===== src/rtl/alu_pkg.sv =====
// Shared ALU opcode encodings, instruction opcodes and the decoded control bundle.
// Latency: none (declarations only).
// Backpressure: not applicable.
package alu_pkg;

    typedef enum logic [1:0] {
        ALU_AND = 2'b00,
        ALU_OR  = 2'b01,
        ALU_ADD = 2'b10,
        ALU_SUB = 2'b11
    } alu_op_e;

    localparam logic [6:0] OPC_R     = 7'b0110011;
    localparam logic [6:0] OPC_I     = 7'b0010011;
    localparam logic [6:0] OPC_LOAD  = 7'b0000011;
    localparam logic [6:0] OPC_STORE = 7'b0100011;

    localparam logic [6:0] F7_ADD = 7'b0000000;
    localparam logic [6:0] F7_SUB = 7'b0100000;

    // Control travelling with an instruction into execute.
    typedef struct packed {
        alu_op_e alu_op;
        logic    reg_write;
        logic    mem_read;
        logic    mem_write;
        logic    illegal;
    } ctrl_t;

endpackage


===== src/rtl/alu_decoder.sv =====
// Combinational decode of opcode/funct fields into ALU op and pipeline control.
// Latency: 0 cycles (pure combinational).
// Backpressure: none; the enclosing stage decides when the result is captured.
module alu_decoder
    import alu_pkg::*;
(
    input  logic [6:0] opcode_i,
    input  logic [2:0] funct3_i,
    input  logic [6:0] funct7_i,
    input  logic [4:0] rd_i,
    output ctrl_t      ctrl_o,
    output logic       use_imm_o
);

    logic legal;

    // Classify the instruction; anything unrecognised stays illegal with ADD and no side effects.
    always_comb begin
        ctrl_o           = '0;
        ctrl_o.alu_op    = ALU_ADD;
        use_imm_o        = 1'b0;
        legal            = 1'b0;
        unique case (opcode_i)
            OPC_R: begin
                unique case (funct3_i)
                    3'b000: begin
                        if (funct7_i == F7_ADD) begin
                            ctrl_o.alu_op = ALU_ADD;
                            legal         = 1'b1;
                        end else if (funct7_i == F7_SUB) begin
                            ctrl_o.alu_op = ALU_SUB;
                            legal         = 1'b1;
                        end
                    end
                    3'b111: begin
                        ctrl_o.alu_op = ALU_AND;
                        legal         = 1'b1;
                    end
                    3'b110: begin
                        ctrl_o.alu_op = ALU_OR;
                        legal         = 1'b1;
                    end
                    default: ;
                endcase
                ctrl_o.reg_write = legal;
            end
            OPC_I: begin
                unique case (funct3_i)
                    3'b000: begin
                        ctrl_o.alu_op = ALU_ADD;
                        legal         = 1'b1;
                    end
                    3'b111: begin
                        ctrl_o.alu_op = ALU_AND;
                        legal         = 1'b1;
                    end
                    3'b110: begin
                        ctrl_o.alu_op = ALU_OR;
                        legal         = 1'b1;
                    end
                    default: ;
                endcase
                use_imm_o        = legal;
                ctrl_o.reg_write = legal;
            end
            OPC_LOAD: begin
                legal            = 1'b1;
                use_imm_o        = 1'b1;
                ctrl_o.mem_read  = 1'b1;
                ctrl_o.reg_write = 1'b1;
            end
            OPC_STORE: begin
                legal            = 1'b1;
                use_imm_o        = 1'b1;
                ctrl_o.mem_write = 1'b1;
            end
            default: ;
        endcase
        if (!legal) begin
            ctrl_o.alu_op    = ALU_ADD;
            ctrl_o.reg_write = 1'b0;
            ctrl_o.mem_read  = 1'b0;
            ctrl_o.mem_write = 1'b0;
        end
        ctrl_o.illegal = !legal;
        // Writes to x0 are architecturally discarded, so never request them.
        if (rd_i == 5'd0) begin
            ctrl_o.reg_write = 1'b0;
        end
    end

endmodule


===== src/rtl/id_ex_stage.sv =====
// Decode/execute pipeline register: one-entry skid-free stage with flush and issue counter.
// Latency: 1 cycle from accepted valid_i to valid_o.
// Backpressure: ready_o = !valid_o || ready_i; outputs hold while valid_o && !ready_i.
module id_ex_stage
    import alu_pkg::*;
(
    input  logic        clk_i,
    input  logic        rst_ni,
    input  logic        valid_i,
    output logic        ready_o,
    input  logic        flush_i,
    input  logic [6:0]  opcode_i,
    input  logic [2:0]  funct3_i,
    input  logic [6:0]  funct7_i,
    input  logic [31:0] rs1_data_i,
    input  logic [31:0] rs2_data_i,
    input  logic [31:0] imm_i,
    input  logic [4:0]  rd_i,
    output logic        valid_o,
    input  logic        ready_i,
    output logic [31:0] a_o,
    output logic [31:0] b_o,
    output logic [1:0]  alu_op_o,
    output logic [4:0]  rd_o,
    output logic        reg_write_o,
    output logic        mem_read_o,
    output logic        mem_write_o,
    output logic        illegal_o,
    output logic [15:0] issue_cnt_o
);

    ctrl_t       dec_ctrl;
    logic        dec_use_imm;
    ctrl_t       ctrl_q;
    logic        valid_q;
    logic [31:0] a_q;
    logic [31:0] b_q;
    logic [4:0]  rd_q;
    logic [15:0] cnt_q;
    logic        cap;
    logic        xfer;

    alu_decoder u_dec (
        .opcode_i  (opcode_i),
        .funct3_i  (funct3_i),
        .funct7_i  (funct7_i),
        .rd_i      (rd_i),
        .ctrl_o    (dec_ctrl),
        .use_imm_o (dec_use_imm)
    );

    assign ready_o = !valid_q || ready_i;
    assign cap     = valid_i && ready_o && !flush_i;
    assign xfer    = valid_q && ready_i && !flush_i;

    // Valid bit: flush wins, then capture (covers back-to-back), then drain on transfer.
    always_ff @(posedge clk_i or negedge rst_ni) begin
        if (!rst_ni) begin
            valid_q <= 1'b0;
        end else if (flush_i) begin
            valid_q <= 1'b0;
        end else if (cap) begin
            valid_q <= 1'b1;
        end else if (ready_i) begin
            valid_q <= 1'b0;
        end
    end

    // Payload registers load only on capture, so they stay frozen during a stall.
    always_ff @(posedge clk_i or negedge rst_ni) begin
        if (!rst_ni) begin
            a_q    <= '0;
            b_q    <= '0;
            rd_q   <= '0;
            ctrl_q <= '0;
        end else if (cap) begin
            a_q    <= rs1_data_i;
            b_q    <= dec_use_imm ? imm_i : rs2_data_i;
            rd_q   <= rd_i;
            ctrl_q <= dec_ctrl;
        end
    end

    // Count completed downstream handshakes; natural 16-bit wrap.
    always_ff @(posedge clk_i or negedge rst_ni) begin
        if (!rst_ni) begin
            cnt_q <= '0;
        end else if (xfer) begin
            cnt_q <= cnt_q + 16'd1;
        end
    end

    assign valid_o     = valid_q;
    assign a_o         = a_q;
    assign b_o         = b_q;
    assign alu_op_o    = ctrl_q.alu_op;
    assign rd_o        = rd_q;
    assign reg_write_o = ctrl_q.reg_write;
    assign mem_read_o  = ctrl_q.mem_read;
    assign mem_write_o = ctrl_q.mem_write;
    assign illegal_o   = ctrl_q.illegal;
    assign issue_cnt_o = cnt_q;

endmodule


===== config.mk =====
export PLATFORM = sky130hd
export DESIGN_NAME = id_ex_stage
export DESIGN_NICKNAME = d
export VERILOG_FILES = /design/src/rtl/alu_pkg.sv /design/src/rtl/alu_decoder.sv /design/src/rtl/id_ex_stage.sv
export SDC_FILE = /design/constraint.sdc
export NUM_CORES = 1
export LEC_CHECK = 0
export ABC_CLOCK_PERIOD_IN_PS = 2900
export CORE_AREA = 2 2 111 139
export DETAILED_ROUTE_END_ITERATION = 8
export DIE_AREA = 0 0 113 141
export PLACE_DENSITY = 0.68
export SLEW_MARGIN = 10
export SYNTH_ARGS = -nofsm -noshare
export SYNTH_HDL_FRONTEND = slang
export SYNTH_SLANG_ARGS = --single-unit

===== constraint.sdc =====
create_clock -name clk_i -period 2.9 [get_ports clk_i]
set_input_delay 0.435 -clock clk_i [delete_from_list [all_inputs] [get_ports clk_i]]
set_output_delay 0.435 -clock clk_i [all_outputs]
set_load 0.02 [all_outputs]

==> reports/results.ini, run 1 <==
[outcome]
outcome = finished, violations left
violations = design-rule violations

[die]
die_area_sq_um = 15900
initial_core_util_pct = 28.2
die_h_microns = 141
num_rows = 50
die-width_microns = 113
io_pins = 216
core_sq_um = 14800

[place]
gp_congestion = 0.813
dp_hpwl_mm = 9.52
placed_cell_area_sq_um = 6440
numPortBuffers = 215

[critical_path]
cpMostUsedCell = clkdlybuf4s50_1
path_buf_inv = 3
cpLargestDelayFamily = buffers and inverters
slowest_delay_ns = 0.55
cp_max_fo = 3
required_ns = 2.47
worst_ep_arrival_time_ns = 1.77
path_class = primary input to primary output
startpoint_type = primary input
cp_slowest_cell = clkdlybuf4s50_1
cp-end-kind = primary output
crit_chain = clkdlybuf4s50_1, nor2b_2, inv_1, clkdlybuf4s50_1

[pwr]
pwr-share-seq_pct = 40.1
power.density_nw_per_um2 = 583
p_leak_uw = 0.00288
power.share.clock_pct = 31.7
switching_share_pct = 29.1
combPwrFrac_pct = 28.3
switchingPower_uw = 1150
vdd_drop_max_uv = 215
p_int_uw = 2800

[logic_synthesis]
synthesis.area_per_instance_sq_um = 9.39
yosysTopAreaCell = dfrtp_1
yosys_warnings = 0
synthTopCellsByArea = dfrtp_1, nand2_1, a31oi_1
synth_nets = 567
dominantRegCellSynth = dfrtp_1
netlist.area_leader.share_pct = 55.4
synthTopCellsByCount = nand2_1, dfrtp_1, nor2_1, a21oi_1, a31oi_1
async_reset_ff_share_pct = 100
ys_types = 41
ys_seq_area_share_pct = 55.4
synth_enable_flop_cells = 0
synthesis.area_sq_um = 4160
ys_ff_latch = 92
synthCells = 443
yosysMostFrequentCell = nand2_1

[grt]
grt_max_degree = 76
grt_pass1_vias = 4212
antenna_found_initial = 0
grt_use_total_pct = 16.3
grt_pass1_wl_mm = 20.8
grt-ovfl-total = 0

[timing]
setup_viol = 0
whs_ns = 0.154
rsz0062_at_grt = no
max_freq_mhz = 453
period_minus_slack_ns = 2.21
finalCritPeriodShare_pct = 76.1
fin_setup_tns_ns = 0
finClkSkew_ns = 0.00688
slew_viol_final = 0
tightest_slew_ns = 0.733
slew_headroom_pct = 51.1
hold_viol_final = 0

[finish]
layout-drive-gt1-share_pct = 5.81
n_antenna_cell = 0
stdcell_area_sq_um = 6760
area_delta_synth_final_pct = 62.6
nets = 773

[routing]
wl_per_cell_microns = 15.7
dr.pass1.iters = 7
avgViaCountPerCell = 4.93
vias = 4122
drt-initial-drc-count = 201
drt_wl_total_mm = 13.1
drc = 13
antenna_left = 0

[clock_network]
cts_tree = built
clockBufferDepth = 2
cts_hold_buffers = 0
cts_buffers = 9
cts_root_buf = clkbuf_16
ctsResizeCount = 0
clk-insertion-delay-late_ns = 0.34
clkTransAtPathRegs_ns = 0.06
h-tree-depth = 3
clock_sinks = 92
post-cts-setup-buffers = 0

[run]
drv_cap = 0

[min_path]
hold_path.class = primary input to asynchronous set/reset pin

==> power groups by stage <==
stage | logic [uW] | clock network [uW] | registers (uW)
floorplan | 269 | 0 | 1800
global placement | 1100 | 0 | 1590
detailed placement | 1120 | 0 | 1600
CTS | 1120 | 1300 | 1580
global route | 1190 | 1350 | 1600
finish | 1110 | 1250 | 1580
==> metrics by stage <==
| step | instances | setup WS [ns] | util (%) | power [uW] |
|---|---|---|---|---|
| global placement | 820 | 0.549 | 43.6 | 2690 |
| floorplan | 443 | 1.25 | - | 2070 |
| detailed placement | 820 | 0.494 | 43.6 | 2720 |
| finish | 836 | 0.694 | 45.8 | 3940 |
| CTS | 836 | 0.701 | 45.8 | 4000 |
| global route | 836 | 0.645 | 45.8 | 4140 |
==> per-layer routing <==
metal	global-route usage, %	up-vias	wire, microns
met1	19.2	1964	5170
met5	0	-	0
met3	3.57	32	1010
met4	8.02	0	434
li1	-	1918	-
met2	27.9	208	6500
==> cells by family (layout without fill, tap and decap cells) <==
family,count (synthesis),count (layout),share of synthesized area (%)
and+or+nand+nor,195,195,20.7
adders and majority gates,1,1,0.301
AOI/OAI and AO/OA,108,108,15.4
xor gates and xnor gates,15,15,3.16
muxes,1,1,0.271
DFF,92,92,55.4
buffers and inverters,31,242,4.81
==> placed cells by master (no fill, tap or decap), types with 3 or more instances in the layout <==
cell and instances:
dfrtp_1 92, a31oi_1 32, nand3_1 8, and3_1 3
o21ai_0 22, xor2_1 6, xnor2_1 9, nand3b_1 3
nor2_1 41, a21oi_1 32, o21ai_1 12, nand2_1 122
clkdlybuf4s50_1 214, clkbuf_16 9, buf_4 8
==> worst register-to-register path, delay by kind of cell (launching register included) <==
kind | cells | cell delay (ns)
AO/OA/AOI/OAI | 1 | 0.12
buffers and inverters | 1 | 0.36
flip-flops | 1 | 0.41
AND/OR/NAND/NOR | 3 | 0.82
==> final timing paths <==
check | start | end | slack, ns | cells after the start
min | rst_ni | a_o[22] | 0.15 | 1
max | ready_i | ready_o | 0.69 | 4
min in group clk_i | a_o[27] | a_o[27] | 0.47 | 2
max reg2reg | valid_o | b_o[21] | 1.12 | 5
min reg2reg | a_o[27] | a_o[27] | 0.47 | 2
max in group asynchronous | rst_ni | a_o[0] | 2.04 | 2
==> flip-flops by register name, indices dropped and copies added (netlist names) <==
register     cells
a_o             32
alu_op_o         2
b_o             32
illegal_o        1
issue_cnt_o     16
mem_read_o       1
mem_write_o      1
rd_o             5
reg_write_o      1
valid_o          1
==> cell type report <==
type,instances,area [sq um]
Inverter,2,7.51
Clock inverter,4,72.6
Timing Repair Buffer,224,2240
Sequential cell,92,2300
Multi-Input combinational cell,320,1660
Tap cell,182,228
Fill cell,1410,8000
Clock buffer,12,246
No activity file was read; power rests on OpenSTA's default activity.
==> inputs of run 2 (changes only) <==
--- a/config.mk
+++ b/config.mk
@@ -5,11 +5,11 @@
 export SDC_FILE = /design/constraint.sdc
 export NUM_CORES = 1
 export LEC_CHECK = 0
-export ABC_CLOCK_PERIOD_IN_PS = 2900
+export ABC_CLOCK_PERIOD_IN_PS = 1800
 export CORE_AREA = 2 2 111 139
 export DETAILED_ROUTE_END_ITERATION = 8
 export DIE_AREA = 0 0 113 141
-export PLACE_DENSITY = 0.68
+export PLACE_DENSITY = 0.7
 export SLEW_MARGIN = 10
 export SYNTH_ARGS = -nofsm -noshare
 export SYNTH_HDL_FRONTEND = slang
==> constraint.sdc (replaced) <==
create_clock -name clk_i -period 1.8 [get_ports clk_i]
set_input_delay 0.27 -clock clk_i [delete_from_list [all_inputs] [get_ports clk_i]]
set_output_delay 0.27 -clock clk_i [all_outputs]
set_load 0.02 [all_outputs]
==> run 2 against run 1 <==
Net effect: the flow still finishes with violations (design-rule violations); sequential share of layout area down 1.0 points; count of clock-buffer cells in the layout shrank 1; worst hold slack improved by 0.25 ns; combinational power is 66% higher; final cell count grew 2.8%; non-clock buffer count increased by 24; die area is the same; clock skew up 0.00092 ns; clock power is 46% higher; design area rose by 3.0%; flip-flop and latch count did not move; via count rose by 1.9%; critical endpoint is now issue_cnt_o[3].
==> reports/results.ini, run 2 (synthesis results as in run 1) <==
[routing]
drc = 13
avgViaCountPerCell = 4.89
antenna_left = 0
routed-wl-met3_mm = 1.03
drt_wl_total_mm = 13.6
dr_wl_met2_mm = 6.79
met1_length_mm = 5.44
wl_per_cell_microns = 15.8
vias = 4201
dr.pass1.iters = 7
drt-initial-drc-count = 277
top_layer = met4

[timing]
setup_viol = 0
hold_viol_final = 0
period_minus_slack_ns = 1.73
slew_viol_final = 0
finClkSkew_ns = 0.00780
max_freq_mhz = 577
finalCritPeriodShare_pct = 96.2
slew_headroom_pct = 75.4
rsz0062_at_grt = no
tightest_slew_ns = 0.369

[grt]
grt_pass1_wl_mm = 21.4
grt_pass1_vias = 4312
grt_max_degree = 49
grt-ovfl-total = 0
grt_use_total_pct = 16.8
antenna_found_initial = 0

[finish]
final_cell_mix = clkdlybuf4s50_1, nand2_1, dfrtp_1, nor2_1
stdcell_area_sq_um = 6970
layout-drive-gt1-share_pct = 8.86
nets = 797
final_common_cell = clkdlybuf4s50_1
multiInputGateArea_sq_um = 1670
fill_cells = 1399
n_antenna_cell = 0
seqCellArea_sq_um = 2300
fin_util_pct = 47.2
area_delta_synth_final_pct = 67.5

[critical_path]
worst_ep_arrival_time_ns = 1.46
slowest_delay_ns = 0.66
crit_start = issue_cnt_o[3]
path_class = register to primary output
cp_max_fo = 6
reg2reg_to = b_o[28]
regToRegSetupSlack_ns = 0.17
path_buf_inv = 1
regToRegStartpoint = valid_o
cp_slowest_cell = clkdlybuf4s50_1
rr_worst_depth = 5
cp-end-kind = primary output
cpLargestDelayFamily = buffers and inverters
cp.depth = 1
required_ns = 1.53
crit_chain = clkdlybuf4s50_1
startpoint_type = register

[place]
gp_congestion = 0.824
placed_cell_area_sq_um = 6670
numPortBuffers = 215
dp_hpwl_mm = 10.0

[die]
num_rows = 50
io_pins = 216
die_area_sq_um = 15900
initial_core_util_pct = 28.2
die-width_microns = 113
die_h_microns = 141
core_sq_um = 14800

[clock_network]
cts_tree = built
h-tree-depth = 3
cts_buffers = 9
cts_root_buf = clkbuf_16
clk-insertion-delay-late_ns = 0.33
clock_sinks = 92
clkTransAtPathRegs_ns = 0.06
clockBufferDepth = 2

[outcome]
outcome = finished, violations left
violations = design-rule violations

[min_path]
hold_path.class = primary input to asynchronous set/reset pin

[pwr]
vdd_drop_max_uv = 343
p_leak_uw = 0.00300
power.density_nw_per_um2 = 894

[run]
drv_cap = 0

[run 2: cell types whose count changed in the layout (fill, tap and decap cells not counted), sizes merged]
| cell | delta |
|---|---|
| clkbuf | -1 |
| clkinv | +1 |
| clkdlybuf4s50 | -1 |
| bufinv | -1 |
| dlygate4sd3 | +1 |
| dlygate4sd2 | +1 |
| buf | +23 |
[run 2: how the worst max path moves through the flow]
stage                     slack (ns)              end
after global routing            0.02          b_o[28]
after CTS                       0.02          b_o[18]
after floorplan                 0.15  issue_cnt_o[12]
after global placement         -0.26          b_o[18]
after detailed placement       -0.34          b_o[18]
final                           0.07   issue_cnt_o[3]
[run 2: final cells by class]
type	instances	area share, %
Timing Repair Buffer	248	35.5
Sequential cell	92	33.0
Multi-Input combinational cell	320	24.0
Clock buffer	11	3.34
Tap cell	182	3.27
Clock inverter	4	0.736
Inverter	2	0.108
[run 2: metal layers]
layer / track usage [%] / up-vias
li1: - / 1971
met1: 20.4 / 1995
met2: 28.8 / 205
met3: 3.53 / 30
met4: 6.93 / 0
met5: 0 / -
[run 2: per-stage QoR]
stage | cells | setup slack, ns | hold WS, ns | TNS, ns | power [uW]
final | 859 | 0.0682 | 0.399 | 0 | 6230
after global routing | 859 | 0.0170 | 0.412 | 0 | 6550
after CTS | 859 | 0.0185 | 0.396 | 0 | 6300
after detailed placement | 843 | -0.341 | 0.175 | -10.51 | 4440
after global placement | 843 | -0.259 | 0.166 | -8.73 | 4390
after floorplan | 443 | 0.149 | -0.0256 | 0 | 3340
[run 2: timing repair]
item / CTS / global route
endpoints found under the hold margin: 17 / 0
resized for setup: 1 / 1
hold buffers: 1 / 0
setup endpoints to repair: 1 / 21
setup buffers: 0 / 0
[run 2: power by group]
part / switching [uW] / internal, uW
clock: 759 / 1070
sequential: 209 / 2350
combinational: 901 / 938
total: 1870 / 4360
==> variant 1, RTL diff (config.mk and constraints of run 1) <==
Put one more register stage on the output `issue_cnt_o`. The value now appears one clock later. The other outputs are not delayed to match.
--- a/src/rtl/id_ex_stage.sv
+++ b/src/rtl/id_ex_stage.sv
@@ -99,7 +99,9 @@
     assign mem_read_o  = ctrl_q.mem_read;
     assign mem_write_o = ctrl_q.mem_write;
     assign illegal_o   = ctrl_q.illegal;
-    assign issue_cnt_o = cnt_q;
+    always_ff @(posedge clk_i) begin
+        issue_cnt_o <= cnt_q;
+    end
 
 endmodule
 
Function: changed (a bounded check fails within 4 cycles, from zero or initial values and one cycle with rst_ni low).
==> variant 1 against run 1 <==
The run still ends with DRC left; worst setup slack better by 32 ps; routed wire length increased by 7.1%; total power up 4.2%; first-iteration DRC count increased by 13%; utilization increased by 1.9 points; final area grew 4.1%; maximum frequency up 1.4%; sequential cell count rose by 16; hold slack got worse by 100 ps; synthesized area grew 5.1%; sequential power increased by 15%; die area unchanged; critical path type unchanged.
==> variant 1: results (changes against run 1) <==
outcome - complete, but fails checks (unchanged)
failing checks - DRC (unchanged)
DP Worst Slack - 341 ps (was 494 ps)
gp weighted congestion - 0.814 (was 0.813)
Worst Skew - 7.94 ps (was 6.88 ps)
xor-xnor portion of the synthesized cell area - 3.01% (was 3.16%)
Worst Path Arrival - 1740 ps (was 1770 ps)
worst vdd ir - 0.289 mV (was 0.215 mV)
Slew HR - 57.9% (was 51.1%)
r2r endpoint - cnt_q[14] (was b_o[21])
placed insts - 839 (was 820)
largest net degree at the start of global routing - 71 (was 76)
met1 wire length - 5.49 mm (was 5.17 mm)
Synth top cells by count - 127 x nand2_1, 92 x dfrtp_1, 42 x nor2_1 (was 122 x nand2_1, 92 x dfrtp_1, 41 x nor2_1)
Final Non-Filler Cells - 855 (was 836)
Met3 Routed Length - 1.19 mm (was 1.01 mm)
compound-cell area share of the yosys netlist - 13.5% (was 15.4%)
CTS buffer count - 9 (unchanged)
WL per Instance - 16.4 µm (was 15.7 µm)
# DRC - 18 (was 13)
layout cell share with drive strength beyond 1 - 4.46% (was 5.81%)
Syn Area/Cell - 9.48 µm² (was 9.39 µm²)
vias in the first global route - 4,297 (was 4,212)
routed via count - 4,151 (was 4,122)
grt met3 use - 5.59% (was 3.57%)
metal2 WL - 7.06 mm (was 6.50 mm)
DR iter-0 viols - 227 (was 201)
met1 Use GR - 20.2% (was 19.2%)
Slew Limit Fails - 0 (unchanged)
Yosys cell types - 36 (was 41)
Hold Worst Slack - 50.6 ps (was 154 ps)
mux cell area share after synthesis - 0% (was 0.271%)
total track usage - 17.7% (was 16.3%)
area post-placement - 6750 µm² (was 6440 µm²)
met2 usage - 30.9% (was 27.9%)
post-synthesis net count - 585 (was 567)
r2r setup slk - 1050 ps (was 1120 ps)
synth top area cells - dfrtp_1 53%, nand2_1 11%, dfxtp_1 7.3% (was dfrtp_1 55%, nand2_1 11%, a31oi_1 4.8%)
sequential-to-total area share from yosys stat - 60.0% (was 55.4%)
LEAKAGE - 0.00299 µW (was 0.00288 µW)
[variant 1: cell count changes after synthesis, sizes merged, moves of 6 or more]
cell	delta
buf	-17
a21oi	-6
clkbuf	+18
dfxtp	+16
[variant 1: how the worst min path moves through the flow]
stage | start | end
2_1_floorplan | rst_ni | a_o[0]
3_3_place_gp | cnt_q[15] | issue_cnt_o[15]
3_5_place_dp | cnt_q[15] | issue_cnt_o[15]
4_1_cts | rst_ni | a_o[13]
5_1_grt | rst_ni | a_o[15]
6_report | rst_ni | a_o[15]
[variant 1: layout make-up]
type	count	area [µm²]
fillers	1414	7720
flip-flops and latches	108	2620
repair buffers	226	2290
multi-input cells	320	1590
clock buffers	11	254
well taps	182	228
clock inverters	5	40.0
inverters	3	11.3
[variant 1: power by group]
part | internal [µW] | switching [µW]
Clock | 647 | 572
Combinational | 547 | 523
Sequential | 1700 | 122
Total | 2890 | 1220
[variant 1: critical path, cell delays in order]
cell	delay (ps)
clkdlybuf4s50_1	440
nor2b_1	230
inv_1	80
clkdlybuf4s50_1	540
==> variant 2, RTL diff (config.mk and constraints of run 1) <==
Without the edit above. Reset style: synchronous (`rst_ni`), changed in 3 clocked blocks.
--- a/src/rtl/id_ex_stage.sv
+++ b/src/rtl/id_ex_stage.sv
@@ -54,7 +54,7 @@
     assign xfer    = valid_q && ready_i && !flush_i;
 
     // Valid bit: flush wins, then capture (covers back-to-back), then drain on transfer.
-    always_ff @(posedge clk_i or negedge rst_ni) begin
+    always_ff @(posedge clk_i) begin
         if (!rst_ni) begin
             valid_q <= 1'b0;
         end else if (flush_i) begin
@@ -67,7 +67,7 @@
     end
 
     // Payload registers load only on capture, so they stay frozen during a stall.
-    always_ff @(posedge clk_i or negedge rst_ni) begin
+    always_ff @(posedge clk_i) begin
         if (!rst_ni) begin
             a_q    <= '0;
             b_q    <= '0;
@@ -82,7 +82,7 @@
     end
 
     // Count completed downstream handshakes; natural 16-bit wrap.
-    always_ff @(posedge clk_i or negedge rst_ni) begin
+    always_ff @(posedge clk_i) begin
         if (!rst_ni) begin
             cnt_q <= '0;
         end else if (xfer) begin
Check against the original RTL: differs if rst_ni is asserted again (counterexample within 4 cycles, from zero or initial values and one cycle with rst_ni low); with rst_ni held inactive, the same outputs for 10 cycles.
==> variant 2 against run 1 <==
The run still ends with DRC left; final area down 3.7%; utilization down 1.7 points; final cell count up 3.1%; global-route usage about the same; worst setup slack worse by 70 ps; synthesized area down 7.9%; sequential cell count unchanged; routed wire length down 0.69%.
Power is not compared: it rests on default switching activity, and its combinational part moved more than twofold at a synthesized area within 25%.
==> variant 2: results (changes against run 1) <==
Async SR Flop Fraction - 0% (was 100%)
WL per Instance - 15.1 µm (was 15.7 µm)
Worst Skew - 6.51 ps (was 6.88 ps)
xor-xnor portion of the synthesized cell area - 1.14% (was 3.16%)
Top Usage Layer GRT - met2 (unchanged)
Yosys cell types - 43 (was 41)
largest net degree at the start of global routing - 42 (was 76)
total track usage - 16.3% (about the same)
htree depth - 3 (unchanged)
reg2reg start - valid_o (unchanged)
Post-Synth Adder-Cell Area - 0.327% (was 0.301%)
compound-cell area share of the yosys netlist - 28.3% (was 15.4%)
Slew HR - 54.2% (was 51.1%)
Worst Path Arrival - 1840 ps (was 1770 ps)
met1 Use GR - 19.1% (was 19.2%)
layout cell share with drive strength beyond 1 - 5.44% (was 5.81%)
worst vdd ir - 0.246 mV
port bufs - 215 (unchanged)
first-pass GRT wire length - 21.0 mm (was 20.8 mm)
failing checks - DRC (unchanged)
mux cell area share after synthesis - 0.261% (was 0.271%)
outcome - complete, but fails checks (unchanged)
routed via count - 4,296 (was 4,122)
reg2reg path depth - 6 (was 5)
r2r endpoint - reg_write_o (was b_o[21])
# DRC - 13 (unchanged)
LEAKAGE - 0.00229 µW
sequential-to-total area share from yosys stat - 48.1% (was 55.4%)
detailed placer's ending HPWL - 9.05 mm (was 9.52 mm)
HP Start - mem_read_o
CTS root buf - clkbuf_16 (unchanged)
worst hold path class - register to register (was input pin to async pin)
gp weighted congestion - 0.760 (was 0.813)
Worst Hold End - mem_read_o
CP Launch Point - ready_i (unchanged)
r2r setup slk - 1150 ps (was 1120 ps)
CTS clk-pin slew, worst paths - 60 ps (about the same)
# Post-CTS Setup Buffers - 0 (unchanged)
DP Worst Slack - 532 ps (was 494 ps)
met2 usage - 27.7% (was 27.9%)
period utilisation layout - 78.5% (was 76.1%)
Synth top cells by count - 92 x dfxtp_1, 84 x nand2_1, 83 x a21oi_1 (was 122 x nand2_1, 92 x dfrtp_1, 41 x nor2_1)
CTS buffer count - 9 (unchanged)
post-synthesis net count - 600 (was 567)
clk buf depth - 2 (unchanged)
hold path cells - 2
grt met3 use - 4.21% (was 3.57%)
drt pass-1 iters - 6 (was 7)
DR iter-0 viols - 270 (was 201)
synth top area cells - dfxtp_1 48%, a21oi_1 11%, o21ai_0 8.9% (was dfrtp_1 55%, nand2_1 11%, a31oi_1 4.8%)
fin nets - 799 (was 773)
==> variant 2: cell count changes after synthesis, sizes merged, moves of 4 or more <==
cell / run 1 / this run
xnor2: 9 / 2
clkbuf: 4 / 29
o21ai: 34 / 72
and3: 4 / 0
buf: 25 / 9
nand2: 122 / 84
or4: 2 / 7
dfrtp: 92 / 0
nor2: 41 / 9
dfxtp: 0 / 92
nor4: 5 / 1
a21oi: 32 / 83
or3: 1 / 7
==> variant 2: power by group through the flow <==
stage	combinational [µW]	clock (µW)	sequential (µW)
3_3_place_gp	547	0	1380
2_1_floorplan	144	0	1450
3_5_place_dp	550	0	1380
5_1_grt	590	1470	1360
4_1_cts	553	1420	1350
6_report	548	1380	1350
==> variant 2: routing by layer <==
metal	routed length, µm	part of all wire, %
met5	0	0
met4	349	2.7
met3	1090	8.4
met2	6160	47
met1	5420	42
==> variant 2: worst max-delay path, cell delays in order <==
cell and delay (ps):
clkdlybuf4s50_1 440, nor2b_1 330, inv_2 60, clkdlybuf4s50_1 570
==> variant 2: cell type report <==
type	instances	area, µm²
fillers	1471	8250
flip-flops and latches	92	1840
inverters	5	18.8
well taps	182	228
clock buffers	9	225
clock inverters	7	123
repair buffers	226	2260
multi-input cells	341	1820
==> variant 2: stage by stage <==
| stage | cells | power, µW | area (µm²) | utilization, % | hold WS [ps] |
|---|---|---|---|---|---|
| final | 862 | 3280 | 6510 | 44.1 | 450 |
| after global routing | 862 | 3420 | 6510 | 44.1 | 475 |
| after CTS | 862 | 3320 | 6510 | 44.1 | 452 |
| after detailed placement | 846 | 1930 | 6160 | 41.8 | 445 |
| after global placement | 846 | 1920 | 6160 | 41.8 | 439 |
| after floorplan | 476 | 1590 | 3830 | - | 514 |
